--- src/rtl/pwm_mod.sv ---
// pwm_mod: edge-aligned PWM from the signed DDS sample stream, complementary hi/lo drive.
// Define PWM_DEADTIME_EN to compile in the dead-time FSM; otherwise DeadTime is ignored.
`timescale 1ns/1ps
module pwm_mod #(
  parameter int DATA_W = 12,
  parameter int DEAD_W = 4
) (
  input  logic              clk,
  input  logic              rst,
  input  logic              ClkEn,
  input  logic              Enable,
  input  logic [DATA_W-1:0] Sample,
  input  logic [DEAD_W-1:0] DeadTime,
  output logic              PwmHi,
  output logic              PwmLo,
  output logic              PeriodStart
);

  // Period is 2^DATA_W - 1 counts, so the last count value is 2^DATA_W - 2.
  localparam logic [DATA_W-1:0] CNT_LAST = {{(DATA_W-1){1'b1}}, 1'b0};
  localparam logic [DATA_W-1:0] CNT_ONE  = {{(DATA_W-1){1'b0}}, 1'b1};

  logic [DATA_W-1:0] cnt;
  logic [DATA_W-1:0] duty_reg;
  logic [DATA_W-1:0] duty_in;
  logic              first_pend;
  logic              wrap;
  logic              advance;
  logic              raw;

  assign duty_in = {~Sample[DATA_W-1], Sample[DATA_W-2:0]};
  assign advance = ClkEn & Enable;
  // first_pend makes the first enabled edge behave like a wrap: latch and pulse, cnt stays 0.
  assign wrap    = (cnt == CNT_LAST) | first_pend;
  assign raw     = (cnt < duty_reg);

  always_ff @(posedge clk or posedge rst) begin
    if (rst) begin
      cnt         <= '0;
      duty_reg    <= '0;
      first_pend  <= 1'b1;
      PeriodStart <= 1'b0;
    end else begin
      PeriodStart <= advance & wrap;
      if (!Enable) begin
        cnt        <= '0;
        duty_reg   <= duty_in;
        first_pend <= 1'b1;
      end else if (ClkEn) begin
        if (wrap) begin
          cnt        <= '0;
          duty_reg   <= duty_in;
          first_pend <= 1'b0;
        end else begin
          cnt <= cnt + CNT_ONE;
        end
      end
    end
  end

`ifdef PWM_DEADTIME_EN
  // state     | meaning
  // S_OFF     | disabled, both outputs low
  // S_LO_ON   | low side driven
  // S_DEAD_UP | both low, waiting to turn the high side on
  // S_HI_ON   | high side driven
  // S_DEAD_DN | both low, waiting to turn the low side on
  typedef enum logic [2:0] {
    S_OFF     = 3'd0,
    S_LO_ON   = 3'd1,
    S_DEAD_UP = 3'd2,
    S_HI_ON   = 3'd3,
    S_DEAD_DN = 3'd4
  } state_t;

  localparam logic [DEAD_W-1:0] DEAD_ONE = {{(DEAD_W-1){1'b0}}, 1'b1};

  state_t            state;
  state_t            state_nx;
  logic [DEAD_W-1:0] dead_cnt;
  logic [DEAD_W-1:0] dead_cnt_nx;
  logic              dead_zero;

  assign dead_zero = (DeadTime == '0);

  always_ff @(posedge clk or posedge rst) begin
    if (rst) begin
      state    <= S_OFF;
      dead_cnt <= '0;
      PwmHi    <= 1'b0;
      PwmLo    <= 1'b0;
    end else begin
      state    <= state_nx;
      dead_cnt <= dead_cnt_nx;
      PwmHi    <= (state_nx == S_HI_ON);
      PwmLo    <= (state_nx == S_LO_ON);
    end
  end

  // Dead counter is loaded with DeadTime-1 so the both-low window lasts exactly DeadTime clks.
  always_comb begin
    state_nx    = state;
    dead_cnt_nx = dead_cnt;
    if (!Enable) begin
      state_nx    = S_OFF;
      dead_cnt_nx = '0;
    end else begin
      case (state)
        S_OFF, S_LO_ON: begin
          if (raw) begin
            if (dead_zero) begin
              state_nx = S_HI_ON;
            end else begin
              state_nx    = S_DEAD_UP;
              dead_cnt_nx = DeadTime - DEAD_ONE;
            end
          end else begin
            state_nx = S_LO_ON;
          end
        end
        S_DEAD_UP: begin
          if (!raw) begin
            state_nx    = S_LO_ON;
            dead_cnt_nx = '0;
          end else if (dead_cnt == '0) begin
            state_nx = S_HI_ON;
          end else begin
            dead_cnt_nx = dead_cnt - DEAD_ONE;
          end
        end
        S_HI_ON: begin
          if (!raw) begin
            if (dead_zero) begin
              state_nx = S_LO_ON;
            end else begin
              state_nx    = S_DEAD_DN;
              dead_cnt_nx = DeadTime - DEAD_ONE;
            end
          end
        end
        S_DEAD_DN: begin
          if (raw) begin
            state_nx    = S_HI_ON;
            dead_cnt_nx = '0;
          end else if (dead_cnt == '0) begin
            state_nx = S_LO_ON;
          end else begin
            dead_cnt_nx = dead_cnt - DEAD_ONE;
          end
        end
        default: begin
          state_nx    = S_OFF;
          dead_cnt_nx = '0;
        end
      endcase
    end
  end
`else
  logic unused_dead;
  assign unused_dead = ^DeadTime;

  always_ff @(posedge clk or posedge rst) begin
    if (rst) begin
      PwmHi <= 1'b0;
      PwmLo <= 1'b0;
    end else begin
      PwmHi <= Enable & raw;
      PwmLo <= Enable & ~raw;
    end
  end
`endif

endmodule
--- config.mk ---
export PLATFORM = sky130hd
export DESIGN_NAME = pwm_mod
export DESIGN_NICKNAME = d
export VERILOG_FILES = /design/src/rtl/pwm_mod.sv
export SDC_FILE = /design/constraint.sdc
export NUM_CORES = 1
export LEC_CHECK = 0
export CORE_MARGIN = 2
export CORE_UTILIZATION = 40
export CTS_BUF_LIST = sky130_fd_sc_hd__clkbuf_2
export DETAILED_ROUTE_END_ITERATION = 10
export PLACE_DENSITY = 0.62
export SLEW_MARGIN = 10
export SYNTH_ARGS = -nofsm -noshare
export SYNTH_HDL_FRONTEND = slang
export SYNTH_SLANG_ARGS = --single-unit
--- constraint.sdc ---
create_clock -name clk -period 3.05 [get_ports clk]
set_clock_uncertainty 0.1 [all_clocks]
set_input_delay 0.305 -clock clk [delete_from_list [all_inputs] [get_ports clk]]
set_output_delay 0.305 -clock clk [all_outputs]
set_load 0.02 [all_outputs]
**Word-level counts from Yosys, hierarchy flattened**

Cells that the tools add are included.

- Bits in registers: 28
- Bits in latches: 0
- Memory bits (writable): 0
- Bits in read-only memories: 0
- Input bits: 20
- Word-level logic and storage cells: 28
- Memories kept: 0

- $add $sub $neg: 1
- $mul: 0
- Divide/modulo/power cells: 0
- Order comparisons: 1
- Equal/unequal tests: 3
- Shift operators: 0
- Mux-type cells: 9
- Bitwise operators: 7
- Reductions and logical operators: 1

Operators by type and width:

| operator | number |
|---|---|
| $mux 12 | 6 |
| $add 12x1->12 const B | 1 |
| $eq 12x12->1 const B | 1 |
| $lt 12x12->1 | 1 |
| $and 1x1->1 | 4 |
| $mux 1 | 3 |
| $ne 2x1->1 const B | 1 |
| $ne 2x2->1 const B | 1 |
| $not 1->1 | 2 |
| $reduce_and 2->1 | 1 |
| $or 1x1->1 | 1 |

**Logic depth before layout (Yosys ltp)**

- Depth in word-level cells: 5
- Mapped depth: 8

**Worst setup path before layout**

No wires, ideal clock.

- Path kind: register to register
- Start: register cnt[0]
- End: register duty_reg[2]
- Arrival time: 1.691 ns
- Slack: 1.134 ns
- Cell stages (with the launch flop): 8
- Cell sequence: dfrtp_1 -> inv_1 -> ha_1 -> and2_1 -> a41o_4 -> a21bo_4 -> buf_12 -> mux2_4

- Longest elaborated chain between the ends: 4

RTL lines:

| what | RTL line | source |
|---|---|---|
| from (decl) | 23 | `logic [DATA_W-1:0] cnt;` |
| from (signal assigned) | 55 | `cnt <= cnt + CNT_ONE;` |
| $eq 12x12->1 | 34 | `assign wrap = (cnt == CNT_LAST) \| first_pend;` |
| $or 1x1->1 | 34 |  |
| $ne 2x1->1 (no line) | - |  |
| $reduce_and 2->1 (no line) | - |  |
| to (signal assigned) | 47 | `duty_reg <= duty_in;` |
| to (signal assigned) | 52 | `duty_reg <= duty_in;` |
| to (decl) | 24 | `logic [DATA_W-1:0] duty_reg;` |

No other way between the ends.
A chain may end at the register's enable or synchronous reset.

**Final worst setup path**

- Start: register cnt[0]
- End: register duty_reg[8]

The elaborated chain is that of the path after synthesis.

==> impl_metrics.py <==
metrics = {
    "layout": {
        "nets": 193,
        "final_cells": 207,
        "drive_above_1_share": 0.1258,
        "layout_common_cells": "27 x dfrtp_1, 18 x clkdlybuf4s50_1, 15 x inv_1, 13 x ha_1, 8 x mux2_4",
        "final_area_um2": 1782,
        "area.growth.synth_to_final_pct": 13.83,
        "layout_commonest_cell": "dfrtp_1",
        "antenna_cells": 0,
    },
    "floorplan": {
        "die_h_um": 66.56,
        "core_area_um2": 3716,
        "row_count": 22,
        "dieArea_um2": 4430,
        "start_util": 0.4212,
        "die_w_um": 66.56,
        "io_pins": 23,
    },
    "clocking": {
        "clk_pin_slew_ns": 0.25,
        "cts-resized-gates": 0,
        "cts_setup_buffers": 0,
        "clockBufferDepth": 2,
        "cts_tree": "done",
        "root_buffer": "clkbuf_2",
        "clk_latency_ns": 0.36,
        "cts.htree.levels": 1,
        "cts_buffers": 3,
        "hold_buffers": 0,
        "clock_sinks": 28,
    },
    "global_routing": {
        "first_global_vias": 1101,
        "gr-total-overflow": 0,
        "grt_pass1_wl_um": 4912,
        "grt_usage": 0.1460,
        "antenna_found_initial": 0,
        "grt_max_degree": 29,
    },
    "sta": {
        "relSlewSlack": 0.6250,
        "max_clock_freq_mhz": 496.1,
        "slew_viol_final": 0,
        "hold_violations": 0,
        "min_period_ns": 2.016,
        "rsz0062_at_grt": "false",
        "fin_tns_setup_ns": 0,
        "fin_crit_sh": 0.6609,
        "worst-slew-pin-transition_ns": 0.5483,
        "setup_violations": 0,
        "hold_slack_ns": 0.1603,
    },
    "routing": {
        "totalWireLength_um": 2690,
        "drc_errors": 0,
        "via_per_inst": 5.082,
        "wl_per_cell_um": 13.00,
        "drt_pass1_iterations": 4,
        "drt_iter0_drc": 61,
        "ant_nets": 0,
        "num_vias": 1052,
    },
    "pwr": {
        "combPwrFrac": 0.157,
        "power.total_uw": 643.9,
        "power_switching_uw": 161.3,
        "swShare": 0.2504,
        "seqPwrFrac": 0.624,
        "ir_drop_mv": 0.1925,
        "intPower_uw": 482.7,
        "power.leakage_uw": 0.0008489,
        "clockPowerShare": 0.219,
        "powerDensity_nw_per_um2": 361.4,
    },
    "critical_path": {
        "critPathMaxFanout": 22,
        "slowest_delay_ns": 0.46,
        "crit_arrival_ns": 2.20,
        "critPathKind": "flip-flop to flip-flop",
        "slowest_stage": "dfrtp_1",
        "critPathCaptureType": "flip-flop",
        "crit_family": "compound AO/OA/AOI/OAI gates",
        "crit_chain": "inv_1, ha_1, and2_1, a41o_4, a21bo_4, mux2_4",
        "critPathLaunchType": "flip-flop",
        "critPathBufInv": 1,
        "worstPathRequired_ns": 3.23,
    },
    "synth": {
        "synthArstFlopShare": 1.000,
        "netlist_area_um2": 1565,
        "yosysWarningCount": 0,
        "synth_nets": 174,
        "synthFlopType": "dfrtp_1",
        "synth_compound_area_frac": 0.09512,
        "synth-seq-cells": 28,
        "synth_cell_type_count": 33,
        "avgSynthCellArea_um2": 11.10,
        "synthXorXnorAreaFrac": 0.03917,
        "muxShareOfSynthArea": 0.1047,
        "synth-simple-area-share": 0.1399,
        "netlist_instances": 141,
        "synth_top_family_by_area": "simple AND/OR/NAND/NOR gates",
        "synth_edf_count": 0,
        "yosys.area_share.adder": 0.1039,
        "synth_sequential_area_ratio": 0.4484,
    },
    "run_status": {
        "outcome": "finished clean",
    },
    "place": {
        "placedCellCount": 203,
        "gp_congestion": 0.7363,
        "hpwl_um": 2022,
        "placed_area_um2": 1762,
        "port_buffers": 18,
    },
    "worst_hold_path": {
        "hold_path.class": "input port to async pin",
    },
    "flow_run": {
        "drv_cap": 0,
    },
}
## path summary, 6_finish.rpt
check / from / to / slack (ns) / cells past startpoint
worst max-delay path: cnt[0] / duty_reg[8] / 1.03 / 6
worst min-delay path: rst / cnt[10] / 0.16 / 3
worst max register to register: cnt[0] / duty_reg[8] / 1.03 / 6
worst min register to register: first_pend / first_pend / 0.42 / 2
max in group asynchronous: rst / first_pend / 2.38 / 3
min in group clk: Sample[11] / duty_reg[11] / 0.36 / 2
## worst min-delay path: stages
cell	delay [ns]
clkdlybuf4s50_1	0.39
inv_1	0.05
buf_4	0.33
## power by group through the flow
| stage | combinational, uW | sequential [uW] | clock, uW |
|---|---|---|---|
| after floorplan | 71.2 | 407 | 0 |
| after global placement | 99.1 | 408 | 0 |
| after detailed placement | 103 | 408 | 0 |
| after CTS | 103 | 402 | 145 |
| after global routing | 113 | 405 | 170 |
| final | 101 | 402 | 141 |
## synthesized netlist by cell type (2+ instances only)
library cell / count / area (um2)
dfrtp_1: 27 / 675.7
inv_1: 15 / 56.30
ha_1: 13 / 162.7
mux2_4: 8 / 120.1
a21oi_1: 7 / 35.03
nand2_1: 7 / 26.28
nor2_1: 7 / 26.28
xor2_1: 7 / 61.31
nand3_1: 6 / 30.03
o21ai_0: 6 / 30.03
nand4_1: 5 / 31.28
and3_1: 3 / 18.77
mux2_2: 3 / 33.78
or3_1: 3 / 18.77
a2111oi_0: 2 / 17.52
and2_1: 2 / 12.51
buf_6: 2 / 22.52
nand2b_1: 2 / 12.51
o22ai_1: 2 / 12.51
## metal layers
layer | track usage | part of all wire | vias to the layer above
met1 | 0.1847 | 0.47 | 507
met4 | 0.03061 | 0.0071 | 0
met5 | 0 | 0 | -
met3 | 0.04054 | 0.032 | 2
li1 | - | - | 529
met2 | 0.2488 | 0.49 | 14
## per-stage QoR
stage	utilization	setup slack (ns)
global placement	0.4741	0.9781
floorplan	-	1.134
finish	0.4795	1.034
global route	0.4795	0.9260
detailed placement	0.4741	0.9343
CTS	0.4795	1.008
## cells by family after synthesis
family,after synthesis
flops,28
buf+inv,20
fa+ha+maj,13
mux,12
simple gates,40
xor+xnor,7
compound gates,21
## area by class of cell
| class | count | area (um2) |
|---|---|---|
| Tap cell | 48 | 60.06 |
| Clock buffer | 4 | 20.02 |
| Inverter | 15 | 56.30 |
| Timing Repair Buffer | 19 | 187.7 |
| Sequential cell | 28 | 701.9 |
| Multi-Input combinational cell | 93 | 755.7 |
| Fill cell | 351 | 1934 |
Power figures use the tool's default switching activity.
